### src/rtl/ec_acc_pkg.sv
// Shared constants, FSM encoding and sizing helpers for the EC accelerator egress path.
package ec_acc_pkg;

  localparam int unsigned DEF_BM_MULT_UNIT_NUM = 2;
  localparam int unsigned DEF_W                = 4;
  localparam int unsigned DEF_PACKET_LENGTH    = 8;
  localparam int unsigned DEF_OUTBUF_DATA_W    = 16;
  localparam int unsigned DEF_OUTBUF_DEPTH     = 8;

  typedef enum logic [1:0] {
    ST_IDLE  = 2'd0,
    ST_FETCH = 2'd1,
    ST_SEND  = 2'd2
  } outbuf_state_e;

  function automatic int unsigned calc_word_w(input int unsigned units,
                                              input int unsigned w,
                                              input int unsigned plen);
    return units * w * plen;
  endfunction

  function automatic int unsigned calc_beats(input int unsigned word_w,
                                             input int unsigned bus_w);
    return word_w / bus_w;
  endfunction

  localparam int unsigned DEF_WORD_W = calc_word_w(DEF_BM_MULT_UNIT_NUM, DEF_W, DEF_PACKET_LENGTH);
  localparam int unsigned DEF_BEATS  = calc_beats(DEF_WORD_W, DEF_OUTBUF_DATA_W);

endpackage

### src/rtl/outbuf_fifo_mem.sv
// Word FIFO: SRAM array with wrapping pointers, registered one-cycle read data,
// and registered occupancy/full/empty flags.
module outbuf_fifo_mem
  import ec_acc_pkg::*;
#(
  parameter  int unsigned DATA_W = DEF_WORD_W,
  parameter  int unsigned DEPTH  = DEF_OUTBUF_DEPTH,
  localparam int unsigned PTR_W  = $clog2(DEPTH),
  localparam int unsigned CNT_W  = $clog2(DEPTH + 1)
) (
  input  logic              clk,
  input  logic              rst,
  input  logic              i_wr_en,
  input  logic [DATA_W-1:0] i_wr_data,
  input  logic              i_rd_en,
  output logic [DATA_W-1:0] o_rd_data,
  output logic [CNT_W-1:0]  o_count,
  output logic              o_full,
  output logic              o_empty,
  output logic              o_empty_nxt_c
);

  logic [DATA_W-1:0] r_mem [DEPTH];
  logic [PTR_W-1:0]  r_wr_ptr;
  logic [PTR_W-1:0]  r_rd_ptr;
  logic [CNT_W-1:0]  r_count;
  logic              r_full;
  logic              r_empty;
  logic [DATA_W-1:0] r_rd_data;

  logic              w_wr_acc;
  logic              w_rd_acc;
  logic [CNT_W-1:0]  w_count_nxt;

  // Full/empty come from the pre-cycle count, so a write into a full FIFO is
  // dropped even when a read frees a slot on the same edge.
  always_comb begin
    w_wr_acc    = i_wr_en & ~r_full;
    w_rd_acc    = i_rd_en & ~r_empty;
    w_count_nxt = r_count + CNT_W'(w_wr_acc) - CNT_W'(w_rd_acc);
  end

  always_ff @(posedge clk) begin
    if (rst) begin
      r_wr_ptr  <= '0;
      r_rd_ptr  <= '0;
      r_count   <= '0;
      r_full    <= 1'b0;
      r_empty   <= 1'b1;
      r_rd_data <= '0;
    end else begin
      if (w_wr_acc) r_wr_ptr <= r_wr_ptr + PTR_W'(1);
      if (w_rd_acc) begin
        r_rd_ptr  <= r_rd_ptr + PTR_W'(1);
        r_rd_data <= r_mem[r_rd_ptr];
      end
      r_count <= w_count_nxt;
      r_full  <= (w_count_nxt == CNT_W'(DEPTH));
      r_empty <= (w_count_nxt == '0);
    end
  end

  // Storage array carries no reset; pointers define what is live.
  always_ff @(posedge clk) begin
    if (!rst && w_wr_acc) r_mem[r_wr_ptr] <= i_wr_data;
  end

  assign o_rd_data     = r_rd_data;
  assign o_count       = r_count;
  assign o_full        = r_full;
  assign o_empty       = r_empty;
  assign o_empty_nxt_c = (w_count_nxt == '0);

endmodule

### src/rtl/output_buffer.sv
// Egress buffer: queues parity words and serializes each onto a valid/ready bus, LSB beat first.
// Optional sticky overflow flag output enabled by defining OUTBUF_OVERFLOW_FLAG_EN.
module output_buffer
  import ec_acc_pkg::*;
#(
  parameter  int unsigned BM_MULT_UNIT_NUM = DEF_BM_MULT_UNIT_NUM,
  parameter  int unsigned W                = DEF_W,
  parameter  int unsigned PACKET_LENGTH    = DEF_PACKET_LENGTH,
  parameter  int unsigned OUTBUF_DATA_W    = DEF_OUTBUF_DATA_W,
  parameter  int unsigned OUTBUF_DEPTH     = DEF_OUTBUF_DEPTH,
  localparam int unsigned WORD_W           = calc_word_w(BM_MULT_UNIT_NUM, W, PACKET_LENGTH),
  localparam int unsigned BEATS            = calc_beats(WORD_W, OUTBUF_DATA_W),
  localparam int unsigned CNT_W            = $clog2(OUTBUF_DEPTH + 1)
) (
  input  logic                     clk,
  input  logic                     rst,
  input  logic                     cntl_outbuf_wr_req,
  input  logic [WORD_W-1:0]        cntl_outbuf_wr_data,
  output logic                     outbuf_cntl_full,
  output logic                     outbuf_cntl_idle,
  output logic [CNT_W-1:0]         outbuf_cntl_count,
  output logic                     outbuf_tx_valid,
  output logic [OUTBUF_DATA_W-1:0] outbuf_tx_data,
  output logic                     outbuf_tx_last,
`ifdef OUTBUF_OVERFLOW_FLAG_EN
  output logic                     outbuf_cntl_ovf,
`endif
  input  logic                     tx_outbuf_ready
);

  localparam int unsigned BEAT_W = (BEATS > 1) ? $clog2(BEATS) : 1;

  logic [WORD_W-1:0]                   w_rd_data;
  logic [CNT_W-1:0]                    w_count;
  logic                                w_full;
  logic                                w_empty;
  logic                                w_empty_nxt;
  logic                                w_rd_en;
  logic                                w_hs;
  logic                                w_last_hs;
  logic [BEAT_W-1:0]                   w_beat_nxt;

  outbuf_state_e                       r_state;
  logic [BEATS-1:0][OUTBUF_DATA_W-1:0] r_hold;
  logic [BEAT_W-1:0]                   r_beat_idx;
  logic                                r_tx_valid;
  logic [OUTBUF_DATA_W-1:0]            r_tx_data;
  logic                                r_tx_last;
  logic                                r_idle;

  outbuf_fifo_mem #(
    .DATA_W (WORD_W),
    .DEPTH  (OUTBUF_DEPTH)
  ) u_fifo (
    .clk           (clk),
    .rst           (rst),
    .i_wr_en       (cntl_outbuf_wr_req),
    .i_wr_data     (cntl_outbuf_wr_data),
    .i_rd_en       (w_rd_en),
    .o_rd_data     (w_rd_data),
    .o_count       (w_count),
    .o_full        (w_full),
    .o_empty       (w_empty),
    .o_empty_nxt_c (w_empty_nxt)
  );

  // A read is issued from IDLE, or back-to-back on the final beat's handshake.
  always_comb begin
    w_hs       = r_tx_valid & tx_outbuf_ready;
    w_last_hs  = (r_state == ST_SEND) & w_hs & r_tx_last;
    w_rd_en    = ~w_empty & ((r_state == ST_IDLE) | w_last_hs);
    w_beat_nxt = r_beat_idx + BEAT_W'(1);
  end

  always_ff @(posedge clk) begin
    if (rst) begin
      r_state    <= ST_IDLE;
      r_hold     <= '0;
      r_beat_idx <= '0;
      r_tx_valid <= 1'b0;
      r_tx_data  <= '0;
      r_tx_last  <= 1'b0;
      r_idle     <= 1'b1;
    end else begin
      unique case (r_state)
        ST_IDLE: begin
          if (w_rd_en) r_state <= ST_FETCH;
        end
        ST_FETCH: begin
          r_hold     <= w_rd_data;
          r_beat_idx <= '0;
          r_tx_valid <= 1'b1;
          r_tx_data  <= w_rd_data[OUTBUF_DATA_W-1:0];
          r_tx_last  <= (BEATS == 1);
          r_state    <= ST_SEND;
        end
        ST_SEND: begin
          if (w_hs) begin
            if (r_tx_last) begin
              r_tx_valid <= 1'b0;
              r_tx_last  <= 1'b0;
              r_state    <= w_rd_en ? ST_FETCH : ST_IDLE;
            end else begin
              r_beat_idx <= w_beat_nxt;
              r_tx_data  <= r_hold[w_beat_nxt];
              r_tx_last  <= (w_beat_nxt == BEAT_W'(BEATS - 1));
            end
          end
        end
        default: r_state <= ST_IDLE;
      endcase
      // Idle next cycle only if the FIFO drains and the FSM lands in IDLE.
      r_idle <= w_empty_nxt & ~w_rd_en & ((r_state == ST_IDLE) | w_last_hs);
    end
  end

`ifdef OUTBUF_OVERFLOW_FLAG_EN
  logic w_wr_drop;
  logic r_ovf;

  assign w_wr_drop = cntl_outbuf_wr_req & w_full;

  always_ff @(posedge clk) begin
    if (rst)            r_ovf <= 1'b0;
    else if (w_wr_drop) r_ovf <= 1'b1;
  end

  assign outbuf_cntl_ovf = r_ovf;
`endif

  assign outbuf_cntl_full  = w_full;
  assign outbuf_cntl_idle  = r_idle;
  assign outbuf_cntl_count = w_count;
  assign outbuf_tx_valid   = r_tx_valid;
  assign outbuf_tx_data    = r_tx_data;
  assign outbuf_tx_last    = r_tx_last;

endmodule

### config.mk
export PLATFORM = sky130hd
export DESIGN_NAME = output_buffer
export DESIGN_NICKNAME = d
export VERILOG_FILES = /design/src/rtl/ec_acc_pkg.sv /design/src/rtl/outbuf_fifo_mem.sv /design/src/rtl/output_buffer.sv
export SDC_FILE = /design/constraint.sdc
export NUM_CORES = 1
export LEC_CHECK = 0
export CELL_PAD_IN_SITES_DETAIL_PLACEMENT = 1
export CELL_PAD_IN_SITES_GLOBAL_PLACEMENT = 1
export CORE_MARGIN = 2
export CORE_UTILIZATION = 47
export DETAILED_ROUTE_END_ITERATION = 10
export PLACE_DENSITY_LB_ADDON = 0.1
export SETUP_SLACK_MARGIN = 0.5
export SLEW_MARGIN = 40
export SYNTH_ARGS = -nofsm -noshare
export SYNTH_HDL_FRONTEND = slang
export SYNTH_SLANG_ARGS = --single-unit
### constraint.sdc
create_clock -name clk -period 8.6 [get_ports clk]
set_clock_uncertainty 0.1 [all_clocks]
set_input_delay 0.86 -clock clk [delete_from_list [all_inputs] [get_ports clk]]
set_output_delay 0.86 -clock clk [all_outputs]
set_load 0.005 [all_outputs]
==> reports/results.tsv <==
stage	metric	value	unit
run_status	status	complete, no violations	
sta	tns	0	ps
pwr	leakagePower	9.39	nW
routing	vias_per_cell	5.76	
cells_and_area	fin_nets	1802	
placement	place_inst	2345	
cells_and_area	multiInputGateArea	6370	um^2
cells_and_area	fill_cells	4974	
setup_path	crit_end	u_fifo.o_rd_data[28]	
synthesis	synth_top_area_cell	edfxtp_1	
cells_and_area	syn2layout_area_growth	15.8	%
sta	slew_violations	0	
setup_path	reg2reg_from	u_fifo.r_rd_ptr[2]	
setup_path	critPathKind	flip-flop to flip-flop	
clock_network	ctsResizeCount	0	
setup_path	worstPathCellList	buf_4 > or2_2 > buf_4 > o22ai_1 > a211oi_1 > nor3_1	
synthesis	yosys_warnings	0	
setup_path	rrSetupSlack	4960	ps
sta	finalSetupViolCount	0	
synthesis	synth_cell_types	42	
clock_network	tritoncts	done	
placement	hpwl	34800	um
pwr	vdd_ir_drop_max	0.210	mV
synthesis	synth.top_cell.area_share	60.4	%
die	rows	85	
synthesis	synth_top_family_by_area	multiplexers	
die	io_pins	92	
global_route	gr-total-overflow	0	
clock_network	root_buffer	clkbuf_16	
die	die_y	237	um
cells_and_area	utilization	54.9	%
routing	detail-route-antenna-nets	0	
synthesis	synth_mux_area_share	12.0	%
sta	slew_headroom	43.8	%
synthesis	synth_fa_ha_area_share	0.423	%
global_route	grt_max_degree	107	
global_route	grt_pass1_vias	15195	
die	core_area	53700	um^2
sta	rsz0062_at_grt	no	
cells_and_area	fin_area	29500	um^2
synthesis	synth.avg_cell_area	15.5	um^2
placement	globalplace.congestion	0.731	
clock_network	cts.sink_count	675	
clock_network	clk_pin_slew	60	ps
clock_network	cts_setup_buffers	0	
synthesis	ys_seq_elements	675	
clock_network	hold_buffers	0	
clock_network	numCtsBuffers	73	
clock_network	cts_htree_levels	3	
placement	dp_slack	4370	ps
sta	timing.final.ws_setup	4960	ps
pwr	power.density	310	nW/um^2
sta	fin_crit	3640	ps
routing	firstDrtPassIters	5	
routing	wl_per_cell	25.0	um
synthesis	netlist_area	25500	um^2
synthesis	synthSimpleGateAreaFrac	6.22	%
setup_path	critPathMostFrequentCell	buf_4	
placement	placed_cell_area	27100	um^2
global_route	grt_pass1_wl	94500	um
cells_and_area	ff_latch_area	18600	um^2
die	initial_utilization	47.4	%
routing	drt_iter0_markers	1037	
setup_path	critPathMaxFanout	41	
clock_network	clock_latency	600	ps
global_route	grtUsageTotal	22.5	%
routing	num_vias	14264	
setup_path	crit_required	8960	ps
routing	routed_wirelength	61900	um
die	die_w	237	um
setup_path	cp.arrival	4000	ps
synthesis	synth-compound-area-share	5.75	%
die	die_area	56100	um^2
sta	worstMarginPinSlew	842	ps
sta	final_hold_viol_count	0	
setup_path	cp-startpoint	u_fifo.r_rd_ptr[2]	
cells_and_area	layout_common_cells	edfxtp_1 (512), mux2i_1 (161), dfxtp_1 (160)	
routing	drc	0	
setup_path	reg2regPathDepth	6	
hold_path	min-delay-start	u_fifo.o_rd_data[56]	
setup_path	r2r-end	u_fifo.o_rd_data[28]	
synthesis	synth.area.top_cells	edfxtp_1 (60%), dfxtp_1 (13%), mux2i_1 (6.3%)	
setup_path	setup.worst_path.start_class	flip-flop	
synthesis	syn-num-nets	1714	
job	max_cap_viol_count	0	
cells_and_area	layoutNonFillerInstCount	2478	
sta	max_freq	0.275	GHz
clock_network	clockBufferDepth	3	
cells_and_area	layout_commonest_cell	edfxtp_1	
setup_path	end_kind	flip-flop	
synthesis	yosysSeqAreaShare	73.2	%
cells_and_area	layout-drive-gt1-share	12.2	%
synthesis	synthCells	1638	
placement	portBuffers	91	
setup_path	max_stage_delay	760	ps
setup_path	crit_path_top_delay_cell	dfxtp_4	
synthesis	synthXorXnorAreaFrac	0.206	%
cells_and_area	n_antenna_cell	0	
sta	timing.final.crit_share	42.3	%
hold_path	hold_class	flip-flop to flip-flop	
global_route	antenna_found_initial	0	
## cell families after synthesis
kind of cell / Yosys count
muxes: 225
buffers and inverters: 123
DFF: 675
xor gates and xnor gates: 6
adders and majority gates: 8
and+or+nand+nor: 373
AOI/OAI and AO/OA: 228
## critical path, delay by kind of cell (launching register included)
family | cells | cell delay (ps)
buffers and inverters | 2 | 1200
and+or+nand+nor | 2 | 780
DFF | 1 | 760
AOI/OAI and AO/OA | 2 | 600
## cell usage after synthesis
master,instances
edfxtp_1,512
dfxtp_1,163
mux2i_1,161
nand2_1,136
nor2_1,129
nor3_1,83
a21oi_1,73
a211oi_1,64
mux4_2,64
o22ai_1,64
clkbuf_1,59
buf_2,39
a2111oi_0,16
inv_1,10
buf_4,7
ha_1,7
nand2b_1,5
buf_6,4
nand3b_1,4
nor2b_1,4
buf_1,3
o21ai_0,3
xnor2_1,3
xor2_1,3
a21o_1,2
nand3_1,2
nor4_1,2
nor4b_1,2
a211o_1,1
a22oi_1,1
a32oi_1,1
a41o_1,1
and2b_1,1
and3b_1,1
fa_1,1
inv_2,1
nand3_2,1
o21ai_1,1
o31ai_1,1
or2_2,1
or3_1,1
or3b_2,1
## worst min-delay path by stage
| stage | endpoint | slack, ps | cells after the start |
|---|---|---|---|
| 6_report | r_hold[56] | 360 | 2 |
| 5_1_grt | r_hold[56] | 370 | 2 |
| 4_1_cts | r_hold[56] | 360 | 2 |
| 3_5_place_dp | r_hold[56] | 350 | 2 |
| 3_3_place_gp | r_hold[2] | 340 | 2 |
| 2_1_floorplan | r_hold[16] | 330 | 2 |
## power breakdown
group / internal [mW] / total, mW / switching (mW)
clock: 1.79 / 3.04 / 1.25
sequential: 3.84 / 4.14 / 0.303
combinational: 0.788 / 1.94 / 1.16
total: 6.42 / 9.12 / 2.71
## stage by stage
stage          power, mW  hold slack [ps]
2_1_floorplan       5.45              332
3_3_place_gp        6.10              343
3_5_place_dp        6.18              346
4_1_cts             9.23              356
5_1_grt             9.55              374
6_report            9.12              356
## per-layer routing
layer / GRT usage (%) / vias up / wire [um]
met1: 32.4 / 7405 / 29100
li1: - / 6458 / -
met2: 35.9 / 322 / 29000
met5: 0 / - / 0
met3: 3.45 / 79 / 2720
met4: 6.33 / 0 / 1080
## sequential cells by signal, indices dropped and copies added, names as in the netlist
signal / count
outbuf_tx_last: 1
r_state: 2
u_fifo.r_wr_ptr: 3
u_fifo.r_mem: 512
u_fifo.o_empty: 1
r_beat_idx: 2
outbuf_tx_valid: 1
u_fifo.o_full: 1
u_fifo.r_rd_ptr: 3
u_fifo.o_rd_data: 64
outbuf_tx_data: 16
u_fifo.o_count: 4
r_hold: 64
outbuf_cntl_idle: 1
## final cells by class
type                    count  area share, %
flip-flops and latches    675           63.3
multi-input cells         840           21.6
clock buffers             106           7.14
repair buffers            125           4.20
well taps                 696           2.95
clock inverters            25          0.705
inverters                  11          0.140
No activity file was read; power rests on OpenSTA's default activity.
